## src/rtl/ucpu_pkg.sv

```systemverilog
// Shared ucpu types and constants: address/instruction widths and the fetch entry payload.
package ucpu_pkg;

    localparam int unsigned AW = 8;
    localparam int unsigned IW = 12;

    typedef logic [AW-1:0] addr_t;
    typedef logic [IW-1:0] instr_t;

    localparam addr_t RESET_PC = '0;

    typedef struct packed {
        addr_t  pc;
        instr_t instr;
    } fetch_entry_t;

endpackage

```

## src/rtl/ifetch_queue.sv

```systemverilog
// Small circular FIFO of fetch entries between the PC/ROM side and decode.
module ifetch_queue
    import ucpu_pkg::*;
#(
    parameter int unsigned DEPTH = 2,
    localparam int unsigned CW = $clog2(DEPTH + 1),
    localparam int unsigned PW = (DEPTH > 1) ? $clog2(DEPTH) : 1
) (
    input  logic          clk,
    input  logic          rst_n,
    input  logic          push,
    input  logic          pop,
    input  logic          flush,
    input  fetch_entry_t  wr_entry,
    output fetch_entry_t  head,
    output logic [CW-1:0] count,
    output logic          valid
);

    fetch_entry_t  mem [DEPTH];
    logic [PW-1:0] head_q;
    logic [PW-1:0] tail_q;
    logic [CW-1:0] count_q;
    logic [CW-1:0] count_d;
    logic          valid_q;
    logic          full_q;
    logic          pop_ok;
    logic          push_ok;

    function automatic logic [PW-1:0] ptr_inc(input logic [PW-1:0] p);
        return (p == PW'(DEPTH - 1)) ? '0 : p + PW'(1);
    endfunction

    // Occupancy is tracked apart from the pointers so full and empty stay distinct.
    always_comb begin
        pop_ok  = pop & valid_q;
        push_ok = push & (~full_q | pop_ok);
        count_d = count_q;
        if (flush) begin
            count_d = '0;
        end else begin
            count_d = count_q + CW'(push_ok) - CW'(pop_ok);
        end
    end

    always_ff @(posedge clk or negedge rst_n) begin
        if (!rst_n) begin
            head_q  <= '0;
            tail_q  <= '0;
            count_q <= '0;
            valid_q <= 1'b0;
            full_q  <= 1'b0;
            for (int i = 0; i < int'(DEPTH); i++) begin
                mem[i] <= '0;
            end
        end else begin
            count_q <= count_d;
            valid_q <= (count_d != '0);
            full_q  <= (count_d == CW'(DEPTH));
            if (flush) begin
                head_q <= '0;
                tail_q <= '0;
            end else begin
                if (push_ok) begin
                    mem[tail_q] <= wr_entry;
                    tail_q      <= ptr_inc(tail_q);
                end
                if (pop_ok) begin
                    head_q <= ptr_inc(head_q);
                end
            end
        end
    end

    assign head  = mem[head_q];
    assign count = count_q;
    assign valid = valid_q;

endmodule

```

## src/rtl/ifetch.sv

```systemverilog
// Instruction fetch: PC register driving the async ROM, redirect/halt control, and the decode-side queue.
module ifetch
    import ucpu_pkg::*;
#(
    parameter int unsigned   AW       = ucpu_pkg::AW,
    parameter int unsigned   IW       = ucpu_pkg::IW,
    parameter int unsigned   DEPTH    = 2,
    parameter logic [AW-1:0] RESET_PC = ucpu_pkg::RESET_PC
) (
    input  logic          clk,
    input  logic          rst_n,
    output logic [AW-1:0] rom_addr,
    input  logic [IW-1:0] rom_data,
    input  logic          redirect,
    input  logic [AW-1:0] redirect_pc,
    input  logic          halt,
    output logic          id_valid,
    input  logic          id_ready,
    output logic [IW-1:0] id_instr,
    output logic [AW-1:0] id_pc
);

    localparam int unsigned CW = $clog2(DEPTH + 1);

    logic [AW-1:0] pc_q;
    logic [CW-1:0] q_count;
    logic          q_valid;
    logic          pop_c;
    logic          push_c;
    fetch_entry_t  wr_entry;
    fetch_entry_t  head;

    assign pop_c  = q_valid & id_ready;
    assign push_c = ~redirect & ~halt & ((q_count < CW'(DEPTH)) | pop_c);

    // Redirect wins over everything; halt simply withholds the push so the PC holds.
    always_ff @(posedge clk or negedge rst_n) begin
        if (!rst_n) begin
            pc_q <= RESET_PC;
        end else if (redirect) begin
            pc_q <= redirect_pc;
        end else if (push_c) begin
            pc_q <= pc_q + AW'(1);
        end
    end

    assign wr_entry = '{pc: pc_q, instr: rom_data};

    ifetch_queue #(
        .DEPTH (DEPTH)
    ) u_queue (
        .clk      (clk),
        .rst_n    (rst_n),
        .push     (push_c),
        .pop      (pop_c & ~redirect),
        .flush    (redirect),
        .wr_entry (wr_entry),
        .head     (head),
        .count    (q_count),
        .valid    (q_valid)
    );

    assign rom_addr = pc_q;
    assign id_valid = q_valid;
    assign id_pc    = head.pc;
    assign id_instr = head.instr;

endmodule
```

## config.mk

```make
export PLATFORM = sky130hd
export DESIGN_NAME = ifetch
export DESIGN_NICKNAME = d
export VERILOG_FILES = /design/src/rtl/ucpu_pkg.sv /design/src/rtl/ifetch_queue.sv /design/src/rtl/ifetch.sv
export SDC_FILE = /design/constraint.sdc
export NUM_CORES = 1
export LEC_CHECK = 0
export ABC_AREA = 0
export CORE_UTILIZATION = 45
export DETAILED_ROUTE_END_ITERATION = 7
export PLACE_DENSITY = 0.72
export RECOVER_POWER = 100
export SYNTH_ARGS = -nofsm -noshare
export SYNTH_HDL_FRONTEND = slang
export SYNTH_SLANG_ARGS = --single-unit
```

## constraint.sdc

```tcl
create_clock -name clk -period 3 [get_ports clk]
set_input_delay 0.6 -clock clk [delete_from_list [all_inputs] [get_ports clk]]
set_output_delay 0.6 -clock clk [all_outputs]
set_load 0.02 [all_outputs]
```

-- Yosys cells after proc, flatten, opt, wreduce, memory -nomap -nowiden
Cells that the tools add are included.
- bits in registers: 54
- input bits: 25
- logic and storage cells: 54
- $add $sub $neg: 5
- magnitude comparators: 4
- equality and inequality tests: 1
- multiplexer cells: 15
- bitwise operators: 13
- reduce and logical (&&, ||, !) cells: 6
- operators with widths (kind ; number):
    2-to-1 mux 20 bit ; 4
    bitwise mux 40 bit ; 1
    demux 20 bit (select 1 bit) ; 1
    2-to-1 mux 8 bit ; 2
    adder 8 x 1 -> 8 bit, second input constant ; 1
    nonzero test 2 bit ; 4
    AND 1 bit ; 6
    2-to-1 mux 1 bit ; 6
    greater-or-equal comparator 2 bit, second input constant ; 2
    NOT 1 -> 2 bit ; 2
    NOT 1 bit ; 3
    adder 1 bit, second input constant ; 2
    adder 2 x 1 -> 2 bit ; 1
    == test 2 bit, second input constant ; 1
    < comparator 2 x 1 -> 1 bit, second input constant ; 1
    < comparator 2 bit, second input constant ; 1
    2-to-1 mux 2 bit ; 1
    bitwise OR 1 bit ; 2
    AND reduction 2 bit ; 1
    subtractor 2 x 1 -> 2 bit ; 1
    logical AND 1 bit ; 1

-- Depth between registers and ports, before layout
Gate-level depths: netlist (run 1).
- word-level depth: 9
- gate-level depth with buffers: 9
- depth with buffers taken out: 8

-- Cells and area by module
From an unflattened synthesis (run 1), not the netlist that was laid out.
- cell total of the unflattened synthesis: 191
- area, all modules: 2665.1 um^2
- by module, submodules not included (module ; instances ; cells an instance ; area each (um^2) ; sequential area each (um^2)):
    ifetch_queue ; 1 ; 133 ; 2100.8 ; 1151.1
    ifetch ; 1 ; 58 ; 564.3 ; 200.2

-- Worst setup path after synthesis (run 1)
No wires, ideal clock.
- path type: input port to flip-flop
- start: input redirect
- end: register u_queue.full_q
- setup time: 71 ps
- data arrival time: 2193 ps
- data required time: 2929 ps
- setup slack: 735 ps
- stages on the path: 9
- buffers on the path: 2
- path through: clkbuf_1 > clkbuf_1 > nor2_1 > ha_1 > inv_1 > ha_1 > xnor3_1 > or2_2 > nor2_1
- cells in the longest elaborated chain, start to end: 9
- elaborated cells on any way between the ends: 11
- those cells by class: add/sub: 2; eq/ne: 1; mux: 1; bitwise: 7
- RTL lines (what ; RTL line ; RTL):
    start, declared ; ifetch.sv:14 ; input logic redirect,
    NOT 1 bit (no line) ; -- ;
    AND 1 bit ; ifetch.sv:55 ; .pop (pop_c & ~redirect),
    AND 1 bit ; ifetch_queue.sv:36 ; pop_ok = pop & valid_q;
    bitwise OR 1 bit ; ifetch_queue.sv:37 ; push_ok = push & (~full_q | pop_ok);
    AND 1 bit ; ifetch_queue.sv:37 ;
    adder 2 x 1 -> 2 bit ; ifetch_queue.sv:42 ; count_d = count_q + CW'(push_ok) - CW'(pop_ok);
    subtractor 2 x 1 -> 2 bit ; ifetch_queue.sv:42 ;
    2-to-1 mux 2 bit (*) ; ifetch_queue.sv:39 ; if (flush) begin
    == test 2 bit (*) ; ifetch_queue.sv:59 ; full_q <= (count_d == CW'(DEPTH));
    end signal, assigned ; ifetch_queue.sv:59 ;
    end, declared ; ifetch_queue.sv:26 ; logic full_q;
Mark *: on every way between the ends. The rest lies on a longest branch, timed or not.
A chain may end at the register's enable or synchronous reset.

-- Worst setup path after layout (run 1)
- start: register u_queue.head_q
- end: output id_pc[6]
- cells in the longest elaborated chain, start to end: 4
- RTL lines (what ; RTL line ; RTL):
    start, declared ; ifetch_queue.sv:21 ; logic [PW-1:0] head_q;
    start signal, assigned ; ifetch_queue.sv:69 ; head_q <= ptr_inc(head_q);
    NOT 1 -> 2 bit (implied by the code) ; ifetch_queue.sv:75 ; assign head = mem[head_q];
    2-to-1 mux 20 bit (implied by the code) (3 in series) ; ifetch_queue.sv:75 ;
    end, declared ; ifetch.sv:20 ; output logic [AW-1:0] id_pc
No other way between the ends. The select of a mux whose other input is x is not followed.

==> out/metrics.cfg, run 1 <==
[floorplanning]
chipHeight_um=77.9
die_area_sq_mm=0.00607
core-area_sq_mm=0.00554
fp-row-count=27
start_util=0.468
die_w_um=77.9
num_io_pins=54

[power]
p_per_area_mw_per_mm2=876
p_total_w=0.00282
peakVddDrop_uv=436
power.leakage_nw=1.35

[clock_tree]
cts_buffers=5
cts_num_sinks=54
ctsLongestPathBuffers=2
cts_setup_buffers=0
htree_num_levels=2
cts_tree=built
clk_pin_slew_worst_paths_ns=0.09
clockRootBuffer=clkbuf_8
insertion_delay_ns=0.30
cts_resized=0
cts_hold_buffers=0

[logic_synthesis]
yosysSeqAreaShare=0.521
synth_most_common_cell=dfrtp_1
synth_area_leaders=dfrtp_1, mux2_2, mux2_4
synthesis.area_sq_mm=0.00259
synth_edf_count=0
yosys.area.top_type=dfrtp_1
yosysTopAreaCellShare=0.521
synth_fp_nets=217
synth_warnings=0
yosys-top-cells-count=dfrtp_1, mux2_2, mux2_4
yosysUniqueCellTypes=37
netlist_instances=189
ys_ff_latch=54
avgSynthCellArea_sq_um=13.7
synthFlopType=dfrtp_1
ys_async_sr_fraction=1.00

[worst_setup_path]
r2r_setup_slack_ns=0.90
crit_fanout=13
cp-end-kind=output port
worst_ep_required_time_ns=2.40
r2r_cells=3
timing_worst_setup_path_type=reg2out
reg2reg_to=u_queue.mem[16]
critPathArrivalTime_ns=2.03
critPathLaunchType=register
worst_r2r_startpoint=u_queue.count[1]

[cells_and_area]
synthToLayoutAreaGrowth_pct=24.2
finalNetCount=274
drive_gt1_frac=0.235
multi_input_area_sq_mm=0.00109
antenna_cells=0
nFillCells=490
seq_area_sq_mm=0.00135

[place]
io_buffers=53
dpl.hpwl_mm=3.22
place.gp.congestion=0.716

[timing]
rsz0062_at_grt=no
drv_slew=0
fin_crit_ns=2.63
setup_violations=0
worst_slew_pin_slew_ns=1.29
skew_ns=0.00954
timing.final.crit_share=0.876
hold_viol_final=0
fmax_ghz=0.380
max-slew-margin-rel=0.143
tns_ns=0

[grt]
grt-ovfl-total=0
antenna_found_initial=0
grt_pass1_vias=1580
grt_use_total=0.167
grt_max_degree=55
grt_pass1_wl_mm=7.86

[routing]
wire_per_inst_um=15.0
avgViaCountPerCell=5.27
routed_wl_mm=4.79
drc=0
detail-route-antenna-nets=0
drt_iter0_drc=73
drt-pass1-iter-count=4
routed-via-count=1680

[status]
status=finished, final reports clean

[worst_hold_path]
min_from=u_queue.mem[10]
min_path_cells=1
hold_path_end=u_queue.mem[10]
hold_class=reg2reg

[run]
cap_violations=0

[cells by family after synthesis]
family / count (synthesis) / share of synthesized area
xor+xnor: 2 / 0.0121
simple gates: 36 / 0.0811
mux: 60 / 0.290
fa+ha+maj: 3 / 0.0145
flops: 54 / 0.521
buf+inv: 16 / 0.0304
compound gates: 18 / 0.0512
[state kept, by name, summed over array words and instances (netlist names)]
name,cells
u_queue.mem,40
rom_addr,8
u_queue.count,2
u_queue.full_q,1
u_queue.head_q,1
u_queue.tail_q,1
u_queue.valid,1
[per-layer routing]
metal / GRT usage / up-vias / part of all wire
met2: 0.265 / 31 / 0.49
li1: - / 800 / -
met3: 0.0435 / 5 / 0.035
met1: 0.229 / 844 / 0.47
met4: 0.0444 / 0 / 0.010
met5: 0 / - / 0
[cell type report]
cell class                 instances  area share
multi-input combinational        119       0.338
sequential                        54       0.420
inverter                           6     0.00700
timing repair buffer              60       0.175
clock inverter                     1     0.00272
tap                               72      0.0280
clock buffer                       7      0.0299
[critical path: stages (launching register included)]
cell	delay [ns]
dfrtp_1	0.35
clkbuf_2	0.34
mux2_2	0.39
dlygate4sd3_1	0.65
[power breakdown]
part,switching (W),internal (W)
clock network,0.000227,0.000212
logic,0.000546,0.000651
registers,0.000164,0.00102
[placed cells by master (no fill, tap or decap), types with 2 or more instances in the layout]
master	n
mux2_2	40
clkbuf_8	7
or4_1	7
nand2_1	6
clkdlybuf4s50_1	22
nor2_1	8
buf_4	2
o31ai_1	4
ha_1	3
o211ai_1	2
inv_1	6
dlygate4sd3_1	30
clkbuf_1	2
nand3_1	3
mux2_1	19
dfrtp_1	54
a31oi_1	4
nor2b_1	2
clkbuf_2	3
[stage by stage]
stage / cells / util / area [sq um] / setup WS (ns) / hold WS, ns
CTS: 319 / 0.598 / 3320 / 0.593 / 0.437
floorplan: 189 / - / 2590 / 0.735 / 0.304
global route: 319 / 0.581 / 3220 / 0.284 / 0.516
finish: 319 / 0.581 / 3220 / 0.371 / 0.493
detailed placement: 311 / 0.579 / 3210 / 0.526 / 0.491
global placement: 311 / 0.579 / 3210 / 0.575 / 0.485
[how the worst max path moves through the flow]
| stage | start | to | slack [ns] | cells after the start |
|---|---|---|---|---|
| 3_5_place_dp | id_ready | u_queue.mem[13] | 0.53 | 4 |
| 6_report | u_queue.head_q | id_pc[6] | 0.37 | 3 |
| 3_3_place_gp | id_ready | u_queue.mem[16] | 0.57 | 4 |
| 2_1_floorplan | redirect | u_queue.full_q | 0.74 | 9 |
| 4_1_cts | u_queue.head_q | id_pc[6] | 0.59 | 3 |
| 5_1_grt | u_queue.head_q | id_pc[6] | 0.28 | 3 |
No activity file was read; power rests on OpenSTA's default activity.
==> inputs of run 2 (changes only) <==
- clock period: 3 -> 3.2 ns (I/O delays scaled with it)
==> run 2 against run 1 <==
Cell count decreased by 0.63%; utilization about the same; sequential power is 6% lower; via count decreased by 0.12%; register-to-register slack hardly changed; combinational power is essentially flat; clock skew decreased by 0.0052 ns; clock-buffer cell count down 1; flip-flop and latch count unchanged; die area stayed put; total power down 2.6%; largest power group unchanged.
==> out/metrics.cfg, run 2 (synthesis gave the netlist of run 1 again) <==
[status]
status=finished, final reports clean

[cells_and_area]
final_cell_mix=dfrtp_1, clkdlybuf4s50_1, mux2_2
largest_reg_flops=40  ; unchanged
antenna_cells=0  ; unchanged
drive_gt1_frac=0.229  ; -0.00625
final_common_cell=dfrtp_1
top_register=u_queue.mem
synthToLayoutAreaGrowth_pct=24.1  ; about the same
final_area_sq_mm=0.00322  ; about the same
finalNetCount=272  ; -0.73%

[floorplanning]
fp-row-count=27  ; unchanged
die_area_sq_mm=0.00607  ; unchanged
num_io_pins=54  ; unchanged
core-area_sq_mm=0.00554  ; unchanged
start_util=0.468  ; unchanged
die_w_um=77.9  ; unchanged
chipHeight_um=77.9  ; unchanged

[clock_tree]
clk_pin_slew_worst_paths_ns=0.09  ; about the same
cts_buffers=5  ; unchanged
clockRootBuffer=clkbuf_8
cts_hold_buffers=0  ; unchanged
cts_tree=built
ctsLongestPathBuffers=2  ; unchanged
insertion_delay_ns=0.30  ; about the same
cts_resized=0  ; unchanged
htree_num_levels=2  ; unchanged
cts_num_sinks=54  ; unchanged
cts_setup_buffers=0  ; unchanged

[worst_setup_path]
timing_worst_setup_path_type=in2reg
critPathLaunchType=primary input
worst_ep_required_time_ns=3.40  ; +1.00 ns
cp_slowest_cell=clkbuf_1
critPathArrivalTime_ns=3.01  ; +0.98 ns
cp-end-kind=register
crit_chain=dlygate4sd3_1, nor4_2, clkbuf_1, mux2_2
crit_fanout=21  ; +8
max_stage_delay_ns=0.99  ; +0.34 ns

[power]
peakVddDrop_uv=315  ; -28%
p_per_area_mw_per_mm2=853  ; -2.6%
power.leakage_nw=1.33  ; -1.3%

[routing]
routed-via-count=1678  ; -0.12%
detail-route-antenna-nets=0  ; unchanged
drc=0  ; unchanged
routed_wl_mm=4.95  ; +3.4%
drt-pass1-iter-count=4  ; unchanged
avgViaCountPerCell=5.29  ; +0.51%
drt_iter0_drc=74  ; +1.4%
wire_per_inst_um=15.6  ; +4.1%

[timing]
fin_crit_ns=2.81
skew_ns=0.00434  ; -0.00520 ns
worst_slew_pin_slew_ns=1.33  ; +0.0399 ns
fmax_ghz=0.355
setup_violations=0  ; unchanged
hold_viol_final=0  ; unchanged
tns_ns=0  ; unchanged
timing.final.crit_share=0.880
drv_slew=0  ; unchanged
rsz0062_at_grt=no
max-slew-margin-rel=0.116  ; -0.0266

[place]
place_area_sq_mm=0.00320  ; -0.47%
io_buffers=53  ; unchanged
place.gp.congestion=0.717  ; +0.21%
dpl.hpwl_mm=3.26  ; +1.2%

[grt]
grt_pass1_wl_mm=8.05  ; +2.5%
grt-ovfl-total=0  ; unchanged
grt_max_degree=55  ; unchanged
antenna_found_initial=0  ; unchanged
grt_use_total=0.173  ; +0.00571
grt_pass1_vias=1630  ; +3.2%

[worst_hold_path]
hold_class=reg2reg

[run]
cap_violations=0  ; unchanged

[run 2: final cells by class]
class                   instances  area [sq um]
fillers                       493          2320
flip-flops and latches         54          1350
multi-input cells             119          1090
repair buffers                 58           551
well taps                      72          90.1
clock buffers                   6          72.6
clock inverters                 2          37.5
inverters                       6          22.5
[run 2: per-stage QoR]
stage / utilization / hold WS, ns / power (W) / worst slack [ns] / cells
2_1_floorplan: - / 0.344 / 0.00192 / 0.895 / 189
4_1_cts: 0.597 / 0.471 / 0.00288 / 0.679 / 317
3_5_place_dp: 0.577 / 0.487 / 0.00243 / 0.689 / 309
6_report: 0.581 / 0.501 / 0.00275 / 0.385 / 317
3_3_place_gp: 0.577 / 0.485 / 0.00240 / 0.728 / 309
5_1_grt: 0.581 / 0.516 / 0.00290 / 0.305 / 317
[run 2: power by group]
group	total [W]	leakage, nW	switching [W]	internal (W)
Sequential	0.00111	0.648	0.000153	0.000956
Clock	0.000451	0.0514	0.000218	0.000234
Combinational	0.00118	0.629	0.000525	0.000659
Total	0.00275	1.33	0.000896	0.00185
[run 2: worst max-delay path, delay by kind of cell]
| kind | cells | cell delay [ns] |
|---|---|---|
| AND/OR/NAND/NOR | 1 | 0.29 |
| multiplexers | 1 | 0.43 |
| buffers and inverters | 2 | 1.62 |
[run 2: worst paths after layout]
path / startpoint / endpoint / slack, ns / cells after the start
max: redirect / u_queue.mem[39] / 0.39 / 4
min reg2reg: u_queue.mem[3] / u_queue.mem[3] / 0.50 / 1
min in group asynchronous: rst_n / u_queue.mem[22] / 0.69 / 2
max reg2reg: u_queue.count[1] / u_queue.mem[39] / 0.89 / 4
min: u_queue.mem[3] / u_queue.mem[3] / 0.50 / 1
max in group asynchronous: rst_n / rom_addr[4] / 1.72 / 2
[run 2: routing by layer]
| metal | GRT usage | up-vias | routed length [um] |
|---|---|---|---|
| li1 | - | 805 | - |
| met1 | 0.229 | 831 | 2320 |
| met2 | 0.281 | 35 | 2380 |
| met3 | 0.0282 | 7 | 165 |
| met4 | 0.0741 | 0 | 83 |
| met5 | 0 | - | 0 |
